**config.mk**
```make
export PLATFORM = sky130hd
export DESIGN_NAME = term_char_arbiter_flat
export DESIGN_NICKNAME = d
export VERILOG_FILES = /design/src/rtl/term_pkg.sv /design/src/rtl/term_char_arbiter_if.sv /design/src/rtl/rr_grant2.sv /design/src/rtl/term_char_arbiter.sv /design/src/flat_wrapper.sv
export SDC_FILE = /design/constraint.sdc
export NUM_CORES = 1
export LEC_CHECK = 0
export CELL_PAD_IN_SITES_DETAIL_PLACEMENT = 0
export CELL_PAD_IN_SITES_GLOBAL_PLACEMENT = 2
export CORE_UTILIZATION = 23
export CTS_BUF_LIST = sky130_fd_sc_hd__clkbuf_4 sky130_fd_sc_hd__clkbuf_8 sky130_fd_sc_hd__clkbuf_16
export DETAILED_ROUTE_END_ITERATION = 12
export PLACE_DENSITY = 0.77
export SLEW_MARGIN = 20
export SYNTH_ARGS = -nofsm -noshare
export SYNTH_HDL_FRONTEND = slang
export SYNTH_HIERARCHICAL = 1
export SYNTH_SLANG_ARGS = --single-unit
```
**constraint.sdc**
```tcl
create_clock -name i_clk -period 2.1 [get_ports i_clk]
set_input_delay 0.42 -clock i_clk [delete_from_list [all_inputs] [get_ports i_clk]]
set_output_delay 0.42 -clock i_clk [all_outputs]
set_load 0.005 [all_outputs]
```
**src/rtl/term_pkg.sv**
```systemverilog
// term_pkg: shared source ids, state encoding and char width
// for the terminal character arbiter.
package term_pkg;

  localparam int unsigned CHAR_W = 8;

  localparam logic SRC_KEYB   = 1'b0;
  localparam logic SRC_SERIAL = 1'b1;

  typedef enum logic {
    ST_IDLE = 1'b0,
    ST_HOLD = 1'b1
  } state_e;

endpackage

```
**src/rtl/term_char_arbiter_if.sv**
```systemverilog
// term_char_arbiter_if: two character sources and one sink,
// bundled for the arbiter (slave) and its environment (master).
interface term_char_arbiter_if
  import term_pkg::*;
#(
  parameter int unsigned DATA_WIDTH = CHAR_W
);

  logic                  i_s0_valid;
  logic [DATA_WIDTH-1:0] i_s0_data;
  logic                  o_s0_ready;
  logic                  i_s1_valid;
  logic [DATA_WIDTH-1:0] i_s1_data;
  logic                  o_s1_ready;
  logic                  o_m_valid;
  logic [DATA_WIDTH-1:0] o_m_data;
  logic                  o_m_src;
  logic                  i_m_ready;

  modport slave (
    input  i_s0_valid, i_s0_data,
    input  i_s1_valid, i_s1_data,
    input  i_m_ready,
    output o_s0_ready, o_s1_ready,
    output o_m_valid, o_m_data, o_m_src
  );

  modport master (
    output i_s0_valid, i_s0_data,
    output i_s1_valid, i_s1_data,
    output i_m_ready,
    input  o_s0_ready, o_s1_ready,
    input  o_m_valid, o_m_data, o_m_src
  );

endinterface

```
**src/rtl/rr_grant2.sv**
```systemverilog
// rr_grant2: combinational two-way grant, round-robin or
// source-0 priority with a burst cap.
module rr_grant2
  import term_pkg::*;
(
  input  logic [1:0] i_valid,
  input  logic       i_rr_last,
  input  logic       i_prio_mode,
  input  logic       i_burst_full,
  output logic       o_grant,
  output logic       o_any_valid
);

  assign o_any_valid = |i_valid;

  // A lone requester wins; ties resolve by mode.
  always_comb begin
    o_grant = SRC_KEYB;
    unique case (1'b1)
      (i_valid == 2'b11) && i_prio_mode:
        o_grant = i_burst_full ? SRC_SERIAL : SRC_KEYB;
      (i_valid == 2'b11) && !i_prio_mode:
        o_grant = ~i_rr_last;
      (i_valid == 2'b10):
        o_grant = SRC_SERIAL;
      default:
        o_grant = SRC_KEYB;
    endcase
  end

endmodule

```
**src/rtl/term_char_arbiter.sv**
```systemverilog
// term_char_arbiter: shares the terminal sink between the
// keyboard and serial character streams via a 1-entry register.
module term_char_arbiter
  import term_pkg::*;
#(
  parameter int unsigned DATA_WIDTH = CHAR_W,
  parameter int unsigned MAX_BURST  = 4
)(
  input  logic                i_clk,
  input  logic                i_rst,
  input  logic                i_prio_mode,
  term_char_arbiter_if.slave  bus
);

  localparam logic [3:0] LP_MAX = 4'(MAX_BURST);

  state_e                r_state;
  state_e                w_next;
  logic [DATA_WIDTH-1:0] r_data;
  logic                  r_src;
  logic                  r_rr_last;
  logic [3:0]            r_burst;

  logic w_grant;
  logic w_any;
  logic w_full;
  logic w_idle;
  logic w_accept;
  logic w_release;

  assign w_full    = (r_burst == LP_MAX);
  assign w_idle    = (r_state == ST_IDLE);
  assign w_accept  = w_idle && w_any;
  assign w_release = (r_state == ST_HOLD) && bus.i_m_ready;

  rr_grant2 u_grant (
    .i_valid      ({bus.i_s1_valid, bus.i_s0_valid}),
    .i_rr_last    (r_rr_last),
    .i_prio_mode  (i_prio_mode),
    .i_burst_full (w_full),
    .o_grant      (w_grant),
    .o_any_valid  (w_any)
  );

  assign bus.o_s0_ready = w_idle && (w_grant == SRC_KEYB)
                          && bus.i_s0_valid;
  assign bus.o_s1_ready = w_idle && (w_grant == SRC_SERIAL)
                          && bus.i_s1_valid;
  assign bus.o_m_valid  = (r_state == ST_HOLD);
  assign bus.o_m_data   = r_data;
  assign bus.o_m_src    = r_src;

  // State register.
  always_ff @(posedge i_clk or posedge i_rst) begin
    if (i_rst) r_state <= ST_IDLE;
    else       r_state <= w_next;
  end

  // Fill on a grant in IDLE, drain on sink ready in HOLD.
  always_comb begin
    w_next = r_state;
    unique case (r_state)
      ST_IDLE: if (w_accept)  w_next = ST_HOLD;
      ST_HOLD: if (w_release) w_next = ST_IDLE;
    endcase
  end

  // Capture the granted char and update fairness state.
  always_ff @(posedge i_clk or posedge i_rst) begin
    if (i_rst) begin
      r_data    <= '0;
      r_src     <= SRC_KEYB;
      r_rr_last <= SRC_SERIAL;
      r_burst   <= '0;
    end else if (w_accept) begin
      r_data    <= (w_grant == SRC_SERIAL) ? bus.i_s1_data
                                           : bus.i_s0_data;
      r_src     <= w_grant;
      r_rr_last <= w_grant;
      if (w_grant == SRC_SERIAL) r_burst <= '0;
      else if (!w_full)          r_burst <= r_burst + 4'd1;
    end
  end

endmodule

```
**src/flat_wrapper.sv**
```systemverilog
// flat-port wrapper written by rule: the top's interface ports become plain ports
module term_char_arbiter_flat import term_pkg::*;
#(
  parameter int unsigned DATA_WIDTH = CHAR_W,
  parameter int unsigned MAX_BURST  = 4
)
  (i_clk, i_rst, i_prio_mode, bus_i_s0_valid, bus_i_s0_data, bus_i_s1_valid, bus_i_s1_data, bus_i_m_ready, bus_o_s0_ready, bus_o_s1_ready, bus_o_m_valid, bus_o_m_data, bus_o_m_src);
  term_char_arbiter_if #(.DATA_WIDTH(DATA_WIDTH)) bus_i ();
  input  logic i_clk;
  input  logic i_rst;
  input  logic i_prio_mode;
  input wire logic [$bits(bus_i.i_s0_valid)-1:0] bus_i_s0_valid;
  input wire logic [$bits(bus_i.i_s0_data)-1:0] bus_i_s0_data;
  input wire logic [$bits(bus_i.i_s1_valid)-1:0] bus_i_s1_valid;
  input wire logic [$bits(bus_i.i_s1_data)-1:0] bus_i_s1_data;
  input wire logic [$bits(bus_i.i_m_ready)-1:0] bus_i_m_ready;
  output wire logic [$bits(bus_i.o_s0_ready)-1:0] bus_o_s0_ready;
  output wire logic [$bits(bus_i.o_s1_ready)-1:0] bus_o_s1_ready;
  output wire logic [$bits(bus_i.o_m_valid)-1:0] bus_o_m_valid;
  output wire logic [$bits(bus_i.o_m_data)-1:0] bus_o_m_data;
  output wire logic [$bits(bus_i.o_m_src)-1:0] bus_o_m_src;
  assign bus_i.i_s0_valid = bus_i_s0_valid;
  assign bus_i.i_s0_data = bus_i_s0_data;
  assign bus_i.i_s1_valid = bus_i_s1_valid;
  assign bus_i.i_s1_data = bus_i_s1_data;
  assign bus_i.i_m_ready = bus_i_m_ready;
  assign bus_o_s0_ready = bus_i.o_s0_ready;
  assign bus_o_s1_ready = bus_i.o_s1_ready;
  assign bus_o_m_valid = bus_i.o_m_valid;
  assign bus_o_m_data = bus_i.o_m_data;
  assign bus_o_m_src = bus_i.o_m_src;
  term_char_arbiter #(.DATA_WIDTH(DATA_WIDTH), .MAX_BURST(MAX_BURST)) u_core (.i_clk(i_clk), .i_rst(i_rst), .i_prio_mode(i_prio_mode), .bus(bus_i));
endmodule
```
Yosys cells after proc, flatten, opt, wreduce, memory -nomap -nowiden
Cells that the tools add are included.

Logic and storage cells: 32. Input port bits: 22. Output and inout bits: 12. Bits in registers: 15.

Mux-type cells: 8. Add/subtract/negate cells: 1. Equality and inequality tests: 4. Reduce and logical (&&, ||, !) cells: 11. Bitwise operators: 3.

Operator list (count): $logic_and A1 B1 Y1 (8); $mux W4 (2); $mux W8 (1); $add A4 B1 Y4 const B (1); $eq A2 B2 Y1 const B (2); $eq A4 B3 Y1 const B (1); $mux W1 (3); $not A1 Y1 (3); $pmux W1 S3 (1); $ne A2 B1 Y1 const B (1); $pmux W1 S2 (1); $reduce_and A2 Y1 (1); $reduce_or A2 Y1 (1); $logic_not A1 Y1 (1).

Depth between registers and ports, before layout
Gate-level depths: netlist of run 1.

Word-level depth: 6. Depth in mapped cells: 11. Gate-level depth less buffers: 9.

Cells and area by module
The synthesis of run 1 kept the hierarchy.

By module, submodules not included: term_char_arbiter (sequential area each 376.6 µm², cells each 76, area each 752.0 µm², instances 1); rr_grant2 (sequential area each 0.0 µm², cells each 5, area each 26.3 µm², instances 1).

Least setup slack after synthesis of run 1
No wires, ideal clock.

Kind: reg2out. Start: register u_core.r_burst[0]. End: output port bus_o_s1_ready. Setup slack: 66 ps. Required time: 1680 ps. Arrival time: 1614 ps. Path buffers: 2. Cell stages (with the launch flop): 10. Cells stage by stage: dfrtp_1 -> inv_1 -> ha_1 -> nand3b_1 -> inv_1 -> nand2_1 -> a31oi_1 -> buf_4 -> buf_2 -> and3_1.

Word-level cells in the longest chain between the ends: 5.

RTL lines: from (decl) (RTL line term_char_arbiter.sv:22) `logic [3:0] r_burst;`; from (signal assigned) (RTL line term_char_arbiter.sv:81) `else if (!w_full) r_burst <= r_burst + 4'd1;`; $eq A4 B3 Y1 (RTL line term_char_arbiter.sv:31) `assign w_full = (r_burst == LP_MAX);`; via u_core.w_full (RTL line term_char_arbiter.sv:26) `logic w_full;`; $mux W1 (RTL line rr_grant2.sv:21) `o_grant = i_burst_full ? SRC_SERIAL : SRC_KEYB;`; $pmux W1 S3 (RTL line rr_grant2.sv:19) `unique case (1'b1)`; via u_core.w_grant (RTL line term_char_arbiter.sv:24) `logic w_grant;`; $logic_and A1 B1 Y1 (RTL line term_char_arbiter.sv:47) `assign bus.o_s1_ready = w_idle && (w_grant == SRC_SERIAL)`; $logic_and A1 B1 Y1 (RTL line term_char_arbiter.sv:48) `&& bus.i_s1_valid;`; to (decl) (RTL line flat_wrapper.sv:18) `output wire logic [$bits(bus_i.o_s1_ready)-1:0] bus_o_s1_ready;`.

The timed path passes the listed nets, and every way through them passes these cells.

Worst setup path after layout of run 1
Start: register u_core.r_burst[1]. End: register u_core.r_burst[1].

Word-level cells in the longest chain between the ends: 5. Elaborated cells between the ends (all ways): 8. Classes of those cells: add/sub (1); eq/ne (2); mux (4); reduce/logical (1).

RTL lines (RTL line): $eq A4 B3 Y1 (term_char_arbiter.sv:31); $mux W1 (rr_grant2.sv:21); $pmux W1 S3 (rr_grant2.sv:19); $ne A2 B1 Y1 (no line); $reduce_and A2 Y1 (no line).

Parallel ways exist; a longest one is shown, timed or not. The select of a mux whose other input is x is not followed. A chain may end at the register's enable or synchronous reset.

==> results.ini, run 1 <==
[routing]
drc = 0
drt-total-wl_um = 2020
vias = 748
wl_per_cell_um = 11.7
viasPerCell = 4.32
drt_pass1_iterations = 4
drt-initial-drc-count = 15
route.antenna.remaining_nets = 0

[setup_path]
critPathCaptureType = register
slowest_stage = dfrtp_1
crit_chain = inv_2 -> ha_4 -> nand3b_1 -> buf_4 -> buf_4 -> buf_4 -> buf_4 -> buf_4 -> buf_4 -> buf_4 -> buf_4 -> o311ai_1
crit_top_cell = buf_4
max_stage_delay_ns = 0.39
worstPathRequired_ns = 2.28
worst-path-buf-inv = 9
path_class = register to register
crit_path_start_kind = register
critical-path-top-delay-family = buffers and inverters
critPathMaxFanout = 3
arrival_ns = 2.24

[placement]
hpwl_um = 1340
gp_congestion = 0.668
post-place-cells = 161
portBuffers = 33

[global_routing]
grt_use_total = 0.130
antenna_found_initial = 0
grt_pass1_wl_um = 3510
grt_pass1_vias = 815
grt_max_degree = 17
grt_overflow = 0

[floorplan]
die-width_um = 60.2
fp.dieArea_mm2 = 0.00362
fp.dieH_um = 60.2
coreArea_mm2 = 0.00313
core.rowCount = 20
start_util = 0.249
ios = 34

[synth]
yosysSeqAreaShare = 0.484
synthCells = 81
synth_warnings = 6
synth_fp_nets = 105
netlist_area_um2 = 778
synthFlopType = dfrtp_1
synth_cell_type_count = 29
async_flop_share = 1.00
synth_edf_count = 0
syn_area_per_cell_um2 = 9.61
ys_ff_latch = 15

[power_and_ir_drop]
power.internal_uw = 860
pwr-share-seq = 0.363
switching_power_uw = 414
power.density_mw_per_mm2 = 975
swShare = 0.325
p_comb_frac = 0.497
pwr-share-clk = 0.140
vdd_ir_drop_max_mv = 0.355
p_leak_uw = 0.000590

[finish]
postLayoutCoreUtil = 0.418
drive_gt1_frac = 0.240
instances_no_fill = 173
num_antenna_cells = 0
area_growth_pct = 67.8
fin_nets = 154

[clock_network]
ctsHoldBuffers = 0
cts_max_level = 1
clockBufferDepth = 2
clock-sinks = 15
cts.clk_slew.worst_paths_ns = 0.10
cts_inserted_buffers = 3
clock_latency_ns = 0.28
cts-root-buf = clkbuf_4
cts_tree = done

[sta]
fin_tns_setup_ns = 0
slew_violations = 0
finalSetupViolations = 0
timing.final.crit_share = 0.983
period_needed_ns = 2.06
tightestPinTransition_ns = 0.572
max_slew_margin = 0.618
hold_viol_final = 0
clock.fmax_mhz = 485
grt_setup_unrepaired = true
fin_worst_skew_ns = 0.00784

[flow_run]
cap_violations = 0

[status]
status = finished clean

[worst_hold_path]
hold_class = register to register

[cell usage after synthesis, drive strengths merged, types with 2 or more instances]
master | n | share of area
mux2i | 8 | 0.10
inv | 6 | 0.029
dfrtp | 14 | 0.45
a21oi | 2 | 0.013
clkbuf | 2 | 0.0096
o21ai | 11 | 0.071
or2 | 2 | 0.016
nand2b | 2 | 0.026
nand2 | 15 | 0.072
ha | 2 | 0.032
buf | 2 | 0.016
a31oi | 2 | 0.016
[state kept, by name, indices dropped and copies added (netlist names)]
| name | cells |
|---|---|
| u_core/bus.o_m_src | 1 |
| u_core/r_burst | 4 |
| u_core/r_rr_last | 1 |
| u_core/bus.o_m_valid | 1 |
| u_core/bus.o_m_data | 8 |
[metal layers]
metal | up-vias | share of wire | track usage
met5 | - | 0 | 0
met4 | 0 | 0.023 | 0.0565
met3 | 4 | 0.059 | 0.0346
met2 | 27 | 0.49 | 0.220
met1 | 340 | 0.43 | 0.152
li1 | 377 | - | -
[worst register-to-register path, stage by stage, from the launching register on]
cell	delay [ns]
dfrtp_1	0.39
inv_2	0.08
ha_4	0.13
nand3b_1	0.11
buf_4	0.16
buf_4	0.12
buf_4	0.12
buf_4	0.12
buf_4	0.12
buf_4	0.12
buf_4	0.12
buf_4	0.13
o311ai_1	0.24
[repair_timing]
| action | in CTS | in global routing |
|---|---|---|
| pin swaps | 5 | 3 |
| buffers inserted | 8 | 0 |
| endpoints found under the setup margin | 2 | 4 |
| resized for setup | 9 | 6 |
[final timing paths]
kind | start | end | slack [ns] | cells after the start
max | u_core/r_burst[1]$_DFFE_PP0P_ | u_core/r_burst[1]$_DFFE_PP0P_ | 0.04 | 12
min | u_core/r_rr_last$_DFFE_PP1P_ | u_core/r_rr_last$_DFFE_PP1P_ | 0.46 | 2
max reg2reg | u_core/r_burst[1]$_DFFE_PP0P_ | u_core/r_burst[1]$_DFFE_PP0P_ | 0.04 | 12
min reg2reg | u_core/r_rr_last$_DFFE_PP1P_ | u_core/r_rr_last$_DFFE_PP1P_ | 0.46 | 2
max in group asynchronous | i_rst | u_core/r_rr_last$_DFFE_PP1P_ | 1.23 | 2
min in group asynchronous | i_rst | u_core/r_burst[2]$_DFFE_PP0P_ | 0.49 | 2
[layout by cell type (no fill, tap or decap), types with 2 or more instances in the layout]
cell type,instances
clkdlybuf4s50_1,31
buf_4,15
nand2_1,14
dfrtp_1,14
o21ai_0,10
mux2i_1,8
clkbuf_4,4
inv_2,3
inv_1,3
a21oi_1,2
[cell families after synthesis]
family,Yosys count,share of synthesized area
and+or+nand+nor,28,0.193
muxes,8,0.103
buffers and inverters,10,0.0547
DFF,15,0.484
adders and majority gates,2,0.0321
AOI/OAI and AO/OA,18,0.133
[cell type report]
| cell class | count | area, µm² |
|---|---|---|
| flip-flops and latches | 15 | 377 |
| fillers | 345 | 1820 |
| well taps | 44 | 55.1 |
| clock buffers | 4 | 30.0 |
| repair buffers | 48 | 433 |
| inverters | 6 | 22.5 |
| multi-input cells | 56 | 389 |
[power by group through the flow]
stage	clock network [µW]	registers (µW)	logic, µW
after floorplan	0	475	218
after global placement	0	463	532
after detailed placement	0	465	537
after CTS	188	463	615
after global routing	202	481	706
final	178	463	632
[through the flow]
step                area (µm²)  hold WS (ns)  setup WS [ns]  power, µW
global placement          1200         0.450         -0.225        995
floorplan                  778         0.321         0.0661        693
detailed placement        1200         0.448         -0.252       1000
finish                    1310         0.458         0.0363       1270
global route              1310         0.502        -0.0621       1390
CTS                       1300         0.463        0.00161       1270
(Power assumes the default switching activity.)
==> run 2: changes to the inputs <==
--- a/config.mk
+++ b/config.mk
@@ -5,6 +5,7 @@
 export SDC_FILE = /design/constraint.sdc
 export NUM_CORES = 1
 export LEC_CHECK = 0
+export CAP_MARGIN = 30
 export CELL_PAD_IN_SITES_DETAIL_PLACEMENT = 0
 export CELL_PAD_IN_SITES_GLOBAL_PLACEMENT = 2
 export CORE_UTILIZATION = 23
==> results of run 2 <==
No change in the layout: final DEF, timing and power equal those of run 1.
==> run 3: changes to the inputs <==
--- a/config.mk
+++ b/config.mk
@@ -8,6 +8,7 @@
 export CAP_MARGIN = 30
 export CELL_PAD_IN_SITES_DETAIL_PLACEMENT = 0
 export CELL_PAD_IN_SITES_GLOBAL_PLACEMENT = 2
+export CORE_MARGIN = 10
 export CORE_UTILIZATION = 23
 export CTS_BUF_LIST = sky130_fd_sc_hd__clkbuf_4 sky130_fd_sc_hd__clkbuf_8 sky130_fd_sc_hd__clkbuf_16
 export DETAILED_ROUTE_END_ITERATION = 12
==> results.ini, run 3 (same netlist as run 1, synthesis figures left out) <==
[sta]
period_needed_ns = 2.12  ; was 2.06 ns
slew_violations = 0  ; unchanged
finalSetupViolations = 1  ; was 0
layout_setup_ws_ns = -0.0222  ; was 0.0363 ns
grt_setup_unrepaired = true  ; unchanged
timing.final.crit_share = 1.01  ; was 0.983
fin_tns_setup_ns = -0.0222  ; was 0 ns
fin_worst_skew_ns = 0.00261  ; was 0.00784 ns
max_slew_margin = 0.622  ; was 0.618
hold_viol_final = 0  ; unchanged
tightestPinTransition_ns = 0.566  ; was 0.572 ns
clock.fmax_mhz = 471  ; was 485 MHz

[clock_network]
ctsHoldBuffers = 0  ; unchanged
cts-root-buf = clkbuf_4  ; unchanged
cts.clk_slew.worst_paths_ns = 0.10  ; about the same
clock_latency_ns = 0.30  ; was 0.28 ns
cts_tree = done  ; unchanged
clockBufferDepth = 2  ; unchanged
cts_max_level = 1  ; unchanged
cts_inserted_buffers = 3  ; unchanged
clock-sinks = 15  ; unchanged

[routing]
drt-total-wl_um = 2390  ; was 2020 µm
drc = 0  ; unchanged
wl_per_cell_um = 13.2  ; was 11.7 µm
vias = 784  ; was 748
drt_pass1_iterations = 4  ; unchanged
drt-initial-drc-count = 40  ; was 15
route.antenna.remaining_nets = 0  ; unchanged
viasPerCell = 4.33  ; was 4.32

[setup_path]
path_class = register to output pin  ; was register to register
crit_top_cell = inv_2  ; was buf_4
worstPathRequired_ns = 1.68  ; was 2.28 ns
worst_r2r_endpoint = u_core/r_burst[3]$_DFFE_PP0P_  ; was u_core/r_burst[1]$_DFFE_PP0P_
reg2reg_from = u_core/r_burst[0]$_DFFE_PP0P_  ; was u_core/r_burst[1]$_DFFE_PP0P_
critPathCaptureType = output pin  ; was register
reg2reg_depth = 11  ; was 12
rrSetupSlack_ns = 0.03  ; was 0.04 ns
slowest_stage = dfrtp_1  ; unchanged
crit_chain = inv_2 -> ha_4 -> nand3b_1 -> inv_2 -> nand2_2 -> a31oi_4 -> and3_1 -> buf_2  ; was inv_2 -> ha_4 -> nand3b_1 -> buf_4 -> buf_4 -> buf_4 -> buf_4 -> buf_4 -> buf_4 -> buf_4 -> buf_4 -> o311ai_1
arrival_ns = 1.70  ; was 2.24 ns
worst-path-buf-inv = 3  ; was 9
max_stage_delay_ns = 0.40  ; was 0.39 ns
critical-path-top-delay-family = flip-flops  ; was buffers and inverters
critPathMaxFanout = 3  ; unchanged
crit_path_start_kind = register  ; unchanged

[placement]
portBuffers = 33  ; unchanged
gp_congestion = 0.725  ; was 0.668
hpwl_um = 1690  ; was 1340 µm

[finish]
drive_gt1_frac = 0.296  ; was 0.240
postLayoutCoreUtil = 0.417  ; was 0.418
layout_commonest_cell = clkdlybuf4s50_1  ; unchanged
num_antenna_cells = 0  ; unchanged
fillers = 351  ; was 345
fin_nets = 160  ; was 154
largest_reg_flops = 8  ; unchanged
area_growth_pct = 77.5  ; was 67.8%
layout_common_cells = clkdlybuf4s50_1, buf_4, nand2_1, dfrtp_1, o21ai_0  ; unchanged

[floorplan]
ios = 34  ; unchanged
fp.dieH_um = 78.2  ; was 60.2 µm
die-width_um = 78.2  ; was 60.2 µm
coreArea_mm2 = 0.00331  ; was 0.00313 mm²
core.rowCount = 21  ; was 20
start_util = 0.235  ; was 0.249
fp.dieArea_mm2 = 0.00611  ; was 0.00362 mm²

[global_routing]
grt_use_total = 0.0836  ; was 0.130
grt_max_degree = 16  ; was 17
grt_overflow = 0  ; unchanged
antenna_found_initial = 0  ; unchanged
grt_pass1_vias = 816  ; was 815
grt_pass1_wl_um = 4150  ; was 3510 µm

[status]
violations = negative setup slack
status = finished with violations  ; was finished clean

[power_and_ir_drop]
power.density_mw_per_mm2 = 988  ; was 975 mW/mm²
p_leak_uw = 0.000624  ; was 0.000590 µW
vdd_ir_drop_max_mv = 0.334  ; was 0.355 mV

[flow_run]
cap_violations = 0  ; unchanged

[worst_hold_path]
hold_class = primary input to asynchronous set/reset pin  ; was register to register

-- run 3: timing repair --
| action | CTS | global route |
|---|---|---|
| gates resized for setup | 14 | 6 |
| pin swaps | 2 | 4 |
| buffers inserted | 10 | 3 |
| endpoints found under the setup margin | 2 | 5 |
-- run 3: metal layers --
| layer | vias up | track usage | wire [µm] |
|---|---|---|---|
| met1 | 369 | 0.0947 | 1030 |
| met3 | 5 | 0.0364 | 152 |
| li1 | 386 | - | - |
| met2 | 24 | 0.141 | 1190 |
| met5 | - | 0 | 0 |
| met4 | 0 | 0.0197 | 18 |
-- run 3: layout make-up --
cell class,instances,area [µm²],area share
Sequential cell,15,377,0.273
Inverter,6,22.5,0.0163
Multi-Input combinational cell,56,413,0.299
Clock buffer,3,22.5,0.0163
Clock inverter,1,7.51,0.00543
Timing Repair Buffer,54,482,0.349
Tap cell,46,57.6,0.0417
-- run 3: how the worst max path moves through the flow --
| stage | startpoint | endpoint | slack, ns | cells after the start |
|---|---|---|---|---|
| finish | u_core/r_burst[0]$_DFFE_PP0P_ | bus_o_s1_ready | -0.02 | 8 |
| global route | u_core/r_burst[0]$_DFFE_PP0P_ | bus_o_s1_ready | -0.14 | 8 |
| floorplan | u_core/r_burst[0]$_DFFE_PP0P_ | bus_o_s1_ready | 0.07 | 9 |
| detailed placement | i_prio_mode | bus_o_s1_ready | -0.30 | 5 |
| CTS | u_core/r_burst[1]$_DFFE_PP0P_ | bus_o_s0_ready | -0.0006 | 8 |
| global placement | i_prio_mode | bus_o_s1_ready | -0.26 | 5 |
-- run 3: power breakdown --
part           switching, µW  internal (µW)  leakage [µW]
Sequential              74.0            396      0.000185
Clock                    111           72.7     0.0000139
Combinational            283            428      0.000425
-- run 3: through the flow --
| step | area [µm²] | setup WS, ns | total power [µW] | cells | hold WS (ns) |
|---|---|---|---|---|---|
| 3_5_place_dp | 1220 | -0.304 | 1020 | 165 | 0.452 |
| 6_report | 1380 | -0.0222 | 1360 | 181 | 0.460 |
| 4_1_cts | 1340 | -0.000571 | 1310 | 179 | 0.469 |
| 5_1_grt | 1380 | -0.144 | 1480 | 181 | 0.489 |
| 2_1_floorplan | 778 | 0.0661 | 693 | 81 | 0.321 |
| 3_3_place_gp | 1220 | -0.265 | 1010 | 165 | 0.450 |
